$ cat src/rtl/redun_pipe_chk_pkg.sv
// Shared sizes, redundancy function selectors and mode encoding
// for the message-path redundancy stage.
package redun_pipe_chk_pkg;

   localparam int NS_ADDRESS_SIZE = 4;
   localparam int NS_DATA_SIZE    = 8;
   localparam int NS_REDUN_SIZE   = 4;
   localparam int NS_TREE_MAX     = 64;

   localparam int RED_FN_NAND = 0;
   localparam int RED_FN_XOR  = 1;

   typedef enum logic {
      MODE_GEN = 1'b0,
      MODE_CHK = 1'b1
   } mode_e;

   // Balanced NAND tree over the low w bits of v; an odd
   // leftover operand is carried up unchanged to the next level.
   function automatic logic tree_nand(
      input logic [NS_TREE_MAX-1:0] v,
      input int                     w
   );
      logic [NS_TREE_MAX-1:0] t;
      int n;
      t = v;
      n = w;
      for (int l = 0; l < 7; l++) begin
         if (n > 1) begin
            for (int k = 0; k < NS_TREE_MAX / 2; k++) begin
               if (k < n / 2) begin
                  t[k] = ~(t[2*k] & t[2*k+1]);
               end
            end
            if (n % 2 == 1) begin
               t[n/2] = t[n-1];
            end
            n = (n + 1) / 2;
         end
      end
      return t[0];
   endfunction

endpackage

$ cat src/rtl/redun_pipe_chk_calc.sv
// Combinational redundancy calculation: one bit per partition
// of {src,dst,dat}; the top partition absorbs the remainder.
module redun_pipe_chk_calc
   import redun_pipe_chk_pkg::*;
#(
   parameter int MSZ    = 16,
   parameter int RSZ    = 4,
   parameter int RED_FN = RED_FN_XOR
) (
   input  logic [MSZ-1:0] full,
   output logic [RSZ-1:0] red
);

   localparam int PART_SZ = MSZ / RSZ;

   for (genvar i = 0; i < RSZ; i++) begin : g_part
      localparam int LO = i * PART_SZ;
      localparam int W  = (i == RSZ - 1) ? MSZ - LO : PART_SZ;

      logic [W-1:0] part;

      assign part = full[LO+W-1:LO];

      if (RED_FN == RED_FN_XOR) begin : g_xor
         assign red[i] = ^part;
      end else begin : g_nand
         assign red[i] = tree_nand(NS_TREE_MAX'(part), W);
      end
   end

endmodule

$ cat config.mk
export PLATFORM = sky130hd
export DESIGN_NAME = redun_pipe_chk_calc
export DESIGN_NICKNAME = d
export VERILOG_FILES = /design/src/rtl/redun_pipe_chk_pkg.sv /design/src/rtl/redun_pipe_chk_calc.sv
export SDC_FILE = /design/constraint.sdc
export NUM_CORES = 1
export LEC_CHECK = 0
export BUFFER_PORTS_ARGS = -buffer_cell sky130_fd_sc_hd__buf_2
export CAP_MARGIN = 0
export CORE_AREA = 8 8 45 47
export DETAILED_ROUTE_END_ITERATION = 7
export DIE_AREA = 0 0 53 55
export MAX_ROUTING_LAYER = met4
export SKIP_LAST_GASP = 1
export SYNTH_ARGS = -nofsm -noshare
export SYNTH_HDL_FRONTEND = slang
export SYNTH_SLANG_ARGS = --single-unit
$ cat constraint.sdc
create_clock -name vclk -period 0.8
set_input_delay 0.08 -clock vclk [all_inputs]
set_output_delay 0.08 -clock vclk [all_outputs]
set_load 0.1 [all_outputs]
* Word-level counts from Yosys, hierarchy flattened *
Cells that the tools add are included.

storage, ports and cells
  input bits = 16
  logic and storage cells = 4
  register bits = 0

cells by class
  reductions and logical operators = 4

operators by type and width
  kind              number
  $reduce_xor 4->1  4

* Longest topological paths before layout *
Gate-level depths: netlist (run 1).

  depth in word-level cells = 1
  mapped depth = 2
  gate-level depth less buffers = 2

* Worst setup path before layout (run 1) *
OpenSTA, ideal clock, no wires.

  path kind = in2out
  from = input full[3]
  to = output red[0]
  arrival time = 1.812 ns
  stages on the path = 2
  data required time = 0.720 ns
  setup slack = -1.092 ns
  buffers on the path = 0
  path through = xor2_1 > xnor2_1

between the ends
  longest elaborated chain between the ends = 1

ends and longest elaborated chain
  what              line                       RTL
  start, declared   redun_pipe_chk_calc.sv:10  input logic [MSZ-1:0] full,
  $reduce_xor 4->1  redun_pipe_chk_calc.sv:25  assign red[i] = ^part;
  end, declared     redun_pipe_chk_calc.sv:11  output logic [RSZ-1:0] red

Every way passes these cells.

* Final worst setup path (run 1) *
  from = input full[13]
  to = output red[3]

The elaborated chain is that of the path after synthesis.

==> summary.md, run 1 <==
| Metric | Value |
|---|---|
| Status | complete, but fails checks |
| Failing checks | setup timing |
| Area Growth Syn to Fin | 506% |
| Minimum clock period after layout | 818 ps |
| Area leader, netlist | xnor2_1 |
| Seq Cell Count | 0 |
| Total wire length | 559 um |
| Gpl congestion | 0.684 |
| Max-slew headroom | 86.8% |
| Largest net degree at the start of global routing | 2 |
| Post-synthesis sequential area ratio | 0% |
| Initial antenna violation count | 0 |
| Post-route setup TNS | -48.4 ps |
| Pre-Repair DR Iteration Count | 1 |
| Width of the chip | 53 um |
| Layout Nets | 50 |
| Critical path class | in -> out |
| Via count | 160 |
| DRC viols | 0 |
| Chip height | 55 um |
| CLK BUF | 0 |
| Util after Layout | 46.0% |
| All-Layer GR Usage | 3.50% |
| First-pass GRT wire length | 793 um |
| CP Launch Type | input pin |
| DRT iter0 DRCs | 0 |
| Syn. warnings | 0 |
| Finished Cell Area | 637 sq um |
| Top cells by area, synth | xnor2_1 67%, xor2_1 33% |
| Final setup violation count | 4 |
| Hold Fails Final Rpt | 0 |
| Peak VDD IR | 0.000451 V |
| Number of distinct library cells after synthesis | 2 |
| Post-Syn Area per Cell | 8.76 sq um |
| CP max FO | 1 |
| Starting Density | 7.59% |
| Hold_buf cts | 0 |
| Area taken by flip-flops and latches | 0 sq um |
| Slew Limit Fails | 0 |
| Core Area | 1380 sq um |
| Inst Count DP | 48 |
| Vias per inst | 3.33 |
| Synth top cells by count | 8 x xnor2_1, 4 x xor2_1 |
| Mapped cell area | 105 sq um |
| Slew @ Worst Pin | 198 ps |
| Syn Nets | 28 |
| RSZ-0062 raised after global routing | true |
| Dpl cell area | 510 sq um |
| Number of global-route vias before repair | 183 |
| Max-cap violations | 0 |
| Io pins | 20 |
| WL per Instance | 11.6 um |
| Final setup margin | -18.0 ps |
| Fin crit share | 102% |
| Post-place setup slack | -64.6 ps |
| Total gr overflow | 0 |
| Post-route insts no fill | 48 |
| Port-buffer cells | 20 |
| Die ar. | 2920 sq um |
| Fill count | 109 |
| Cells after Synth | 12 |
| Leak | 0.247 nW |
| Layout cell share with drive strength beyond 1 | 100% |
| CP Capture Type | output port |
| HP Class | in -> out |
| WP data arrival | 740 ps |
| Yosys top cell area share | 66.7% |
| Routed Antenna Nets | 0 |
| Worst Path Required | 720 ps |
| Tightest hold margin | 601 ps |
| Num rows | 14 |
| Most instantiated library cell after synthesis | xnor2_1 |
| Power Total | 0.900 mW |
| Ant diodes | 0 |
| Pwr Density | 1410 nW/um^2 |
| Fmax | 1.22 GHz |
==> path summary, 6_finish.rpt <==
kind      from  endpoint  slack, ps  cells after the start
max   full[13]    red[3]        -20                      4
min    full[2]    red[0]        600                      4
==> critical path, stage by stage <==
cell	delay [ps]
buf_8	100
xnor2_4	210
xnor2_4	150
buf_12	190
==> area by class of cell <==
cell class	count	area [sq um]	area share [%]
tap	16	20.0	3.14
timing repair buffer	20	287	45.0
multi-input combinational	12	330	51.9
==> power by group <==
group          switching [mW]  total [mW]  internal, mW
clock                       0           0             0
sequential                  0           0             0
combinational           0.478       0.900         0.421
total                   0.478       0.900         0.421
==> cells by family (layout without fill, tap and decap cells) <==
logic type / after synthesis / count (layout) / synth area share, %
xor gates and xnor gates: 12 / 12 / 100
buffers and inverters: 0 / 20 / 0
==> timing repair <==
action,4_1_cts,5_1_grt
pin swaps,12,10
setup buffers,0,0
endpoints found under the setup margin,4,4
resized for setup,26,13
==> cell usage in the layout (no fill, tap or decap), drive strengths merged <==
cell type / instances
xor2: 4
buf: 20
xnor2: 8
==> metal layers <==
metal,track usage [%],wire length [um],vias up
met2,7.62,389,10
met3,0.535,57,0
li1,-,-,72
met5,-,0,-
met4,0,0,0
met1,3.22,112,78
No activity file was read; power rests on OpenSTA's default activity.
==> inputs of run 2 (changes only) <==
Settings changed: CORE_AREA 8 8 45 47 to 3 3 40 42, DIE_AREA 0 0 53 55 to 0 0 43 45, SKIP_LAST_GASP 1 to not set.
==> summary.md, run 2 (synthesis results as in run 1) <==
| Metric | Value |
|---|---|
| Status | complete, but fails checks |
| Failing checks | setup timing |
| Core Area | 1280 sq um |
| Final setup margin | -21.4 ps |
| Area taken by flip-flops and latches | 0 sq um |
| CP Capture Type | output port |
| Dpl cell area | 509 sq um |
| Slowest cell on crit path | xnor2_4 |
| Port-buffer cells | 20 |
| Num rows | 13 |
| Most frequent cells in the layout | 9 x buf_8, 8 x xnor2_4, 4 x xor2_4, 4 x buf_6, 4 x buf_12 |
| Max-slew headroom | 86.5% |
| Hold Fails Final Rpt | 0 |
| RSZ-0062 raised after global routing | true |
| Chip height | 45 um |
| Slew Limit Fails | 0 |
| Critical Path Start | full[1] |
| DRT iter0 DRCs | 0 |
| Slowest stage delay, CP | 210 ps |
| Routed Antenna Nets | 0 |
| CLK BUF | 0 |
| Fin crit share | 103% |
| HP Class | in -> out |
| Ant diodes | 0 |
| Vias per inst | 3.34 |
| Seq Cell Count | 0 |
| Peak VDD IR | 0.000726 V |
| Area Growth Syn to Fin | 501% |
| Width of the chip | 43 um |
| Layout cell share with drive strength beyond 1 | 100% |
| All-Layer GR Usage | 5.42% |
| Fmax | 1.22 GHz |
| Via count | 157 |
| Critical path class | in -> out |
| Starting Density | 8.18% |
| Leak | 0.245 nW |
| Pwr Density | 1420 nW/um^2 |
| Worst Path Required | 720 ps |
| Pre-Repair DR Iteration Count | 1 |
| Layout Nets | 50 |
| Post-CTS setup buffer count | 0 |
| Util after Layout | 49.2% |
| Slew @ Worst Pin | 202 ps |
| CP dominant cell by count | xnor2_4 |
| First-pass GRT wire length | 793 um |
| Initial antenna violation count | 0 |
| Gpl congestion | 0.497 |
| Total gr overflow | 0 |
| Max-cap violations | 0 |
| CP Launch Type | input pin |
| Total wire length | 471 um |
| Io pins | 20 |
| Finished Cell Area | 632 sq um |
| Minimum clock period after layout | 821 ps |
| WP data arrival | 740 ps |
| DRC viols | 0 |
| Worst-path cell chain | buf_8 -> xnor2_4 -> xnor2_4 -> buf_12 |
| Tightest hold margin | 602 ps |
| Final setup violation count | 4 |
| HP Start | full[10] |
| Die ar. | 1940 sq um |
| Number of global-route vias before repair | 195 |
| CP max FO | 1 |
| WL per Instance | 10.0 um |
| Largest net degree at the start of global routing | 2 |
| Most common cell after layout, fill and taps aside | buf_8 |
[run 2: what timing repair did]
item | 4_1_cts | 5_1_grt
setup endpoints to repair | 4 | 4
pin swaps | 12 | 9
cloned | 0 | 0
hold buffers | 0 | 0
gates resized for setup | 24 | 14
[run 2: metal layers]
layer  up-vias  share of wire, %  global-route usage [%]
li1         72                 -                       -
met1        78                12                    3.88
met2         7                81                    14.1
met3         0               6.2                       0
met4         0                 0                       0
met5         -                 0                       -
[run 2: per-stage QoR]
step           total power [mW]  TNS [ps]  cells  setup WS, ps
5_1_grt                   0.919      -122     47         -39.8
4_1_cts                   0.879      -117     47         -33.6
3_5_place_dp              0.840      -222     47         -63.0
3_3_place_gp              0.832      -164     47         -42.0
6_report                  0.897     -53.4     47         -21.4
2_1_floorplan             0.553      -482     12          -120
[run 2: cell type report]
cell class	count	area, sq um
Fill cell	115	653
Multi-Input combinational cell	12	330
Tap cell	15	18.8
Timing Repair Buffer	20	283
[run 2: worst paths after layout]
check / to / slack, ps / cells after the start
setup / recovery: red[0] / -20 / 4
hold / removal: red[2] / 600 / 4
[run 2: power breakdown]
group          internal (mW)  switching, mW  leakage (nW)
Clock                      0              0             0
Sequential                 0              0             0
Combinational          0.420          0.477         0.245
[run 2: worst max-delay path: cells and delay by family]
| family | cells | cell delay [ps] |
|---|---|---|
| xor+xnor | 2 | 360 |
| buf+inv | 2 | 290 |
==> inputs of run 3 (changes only) <==
Settings changed: GPL_TIMING_DRIVEN set to 0.
==> summary.md, run 3 (synthesis results as in run 1) <==
| Metric | Value |
|---|---|
| Status | complete, but fails checks |
| CP Capture Type | output port |
| DRT iter0 DRCs | 0 |
| Slew @ Worst Pin | 202 ps |
| Fill count | 114 |
| Via count | 155 |
| CP Launch Type | input pin |
| Fin crit share | 102% |
| CP max FO | 1 |
| Finished Cell Area | 622 sq um |
| Pre-Repair DR Iteration Count | 1 |
| Port-buffer cells | 20 |
| Starting Density | 8.18% |
| WL per Instance | 9.13 um |
| Most frequent cells in the layout | 8 x xnor2_4, 8 x buf_8, 4 x xor2_4, 4 x buf_6, 4 x buf_12 |
| Minimum clock period after layout | 820 ps |
| Hold_buf cts | 0 |
| Slew Limit Fails | 0 |
| Peak VDD IR | 0.000630 V |
| Ant diodes | 0 |
| Routed Antenna Nets | 0 |
| Multi-input logic area | 330 sq um |
| HP Class | in -> out |
| Hold depth | 4 |
| Hold endpoint | red[2] |
| First-pass GRT wire length | 745 um |
| DRC viols | 0 |
| Io pins | 20 |
| Layout Nets | 50 |
| Failing checks | setup timing |
| Critical path class | in -> out |
| Seq Cell Count | 0 |
| Chip height | 45 um |
| Layout cell share with drive strength beyond 1 | 100% |
| Hold Fails Final Rpt | 0 |
| Max-slew headroom | 86.5% |
| Die ar. | 1940 sq um |
| Gpl congestion | 0.506 |
| Power Total | 0.890 mW |
| Final setup margin | -19.9 ps |
| Area taken by flip-flops and latches | 0 sq um |
| Total wire length | 429 um |
| Inst Count DP | 47 |
| Initial antenna violation count | 0 |
| Number of global-route vias before repair | 192 |
| Final setup violation count | 4 |
| Largest net degree at the start of global routing | 2 |
| Leak | 0.242 nW |
| RSZ-0062 raised after global routing | true |
| Total gr overflow | 0 |
| Dpl cell area | 449 sq um |
| WP data arrival | 740 ps |
| All-Layer GR Usage | 5.16% |
| Width of the chip | 43 um |
| Core Area | 1280 sq um |
| Max-cap violations | 0 |
| Fmax | 1.22 GHz |
| HP Start | full[10] |
| Post-CTS setup buffer count | 0 |
| Post-route insts no fill | 47 |
| Worst Path Required | 720 ps |
| Num rows | 13 |
| Vias per inst | 3.30 |
| CLK BUF | 0 |
| Area Growth Syn to Fin | 492% |
| Pwr Density | 1430 nW/um^2 |
-- run 3: cell counts in the layout (fill, tap and decap cells not counted) --
Identical to the previous run, type by type.
-- run 3: critical path: stages --
cell and delay, ps:
buf_8 100, xnor2_4 210, xnor2_4 150, buf_12 190
-- run 3: how the worst max path moves through the flow --
| stage | start | endpoint | cells past startpoint |
|---|---|---|---|
| 2_1_floorplan | full[3] | red[0] | 2 |
| 3_3_place_gp | full[9] | red[2] | 4 |
| 4_1_cts | full[14] | red[3] | 4 |
| 3_5_place_dp | full[13] | red[3] | 4 |
| 5_1_grt | full[13] | red[3] | 4 |
| 6_report | full[1] | red[0] | 4 |
-- run 3: repair_timing --
| item | CTS | global route |
|---|---|---|
| pin swaps | 12 | 8 |
| resized for setup | 40 | 11 |
| setup endpoints to repair | 4 | 4 |
-- run 3: per-stage QoR --
| step | worst slack, ps | TNS [ps] | hold slack (ps) | util, % |
|---|---|---|---|---|
| floorplan | -120 | -482 | 506 | - |
| global placement | -271 | -1070 | 763 | 35.0 |
| detailed placement | -293 | -1130 | 770 | 35.0 |
| CTS | -38.7 | -116 | 608 | 45.5 |
| global route | -38.0 | -124 | 611 | 48.4 |
| finish | -19.9 | -56.1 | 601 | 48.4 |
-- run 3: layer usage --
metal  GRT usage (%)  up-vias  share of wire [%]
li1                -       72                  -
met1            3.64       76                 10
met2            13.5        7                 82
met5               -        -                  0
met3               0        0                7.2
met4               0        0                  0
-- run 3: layout make-up --
class	instances	share of cell area (%)
multi-input combinational	12	53.1
timing repair buffer	20	43.9
tap	15	3.02
-- run 3: power by group --
part           leakage (nW)  switching, mW  internal (mW)  total [mW]
combinational         0.242          0.476          0.415       0.890
clock                     0              0              0           0
sequential                0              0              0           0
total                 0.242          0.476          0.415       0.890
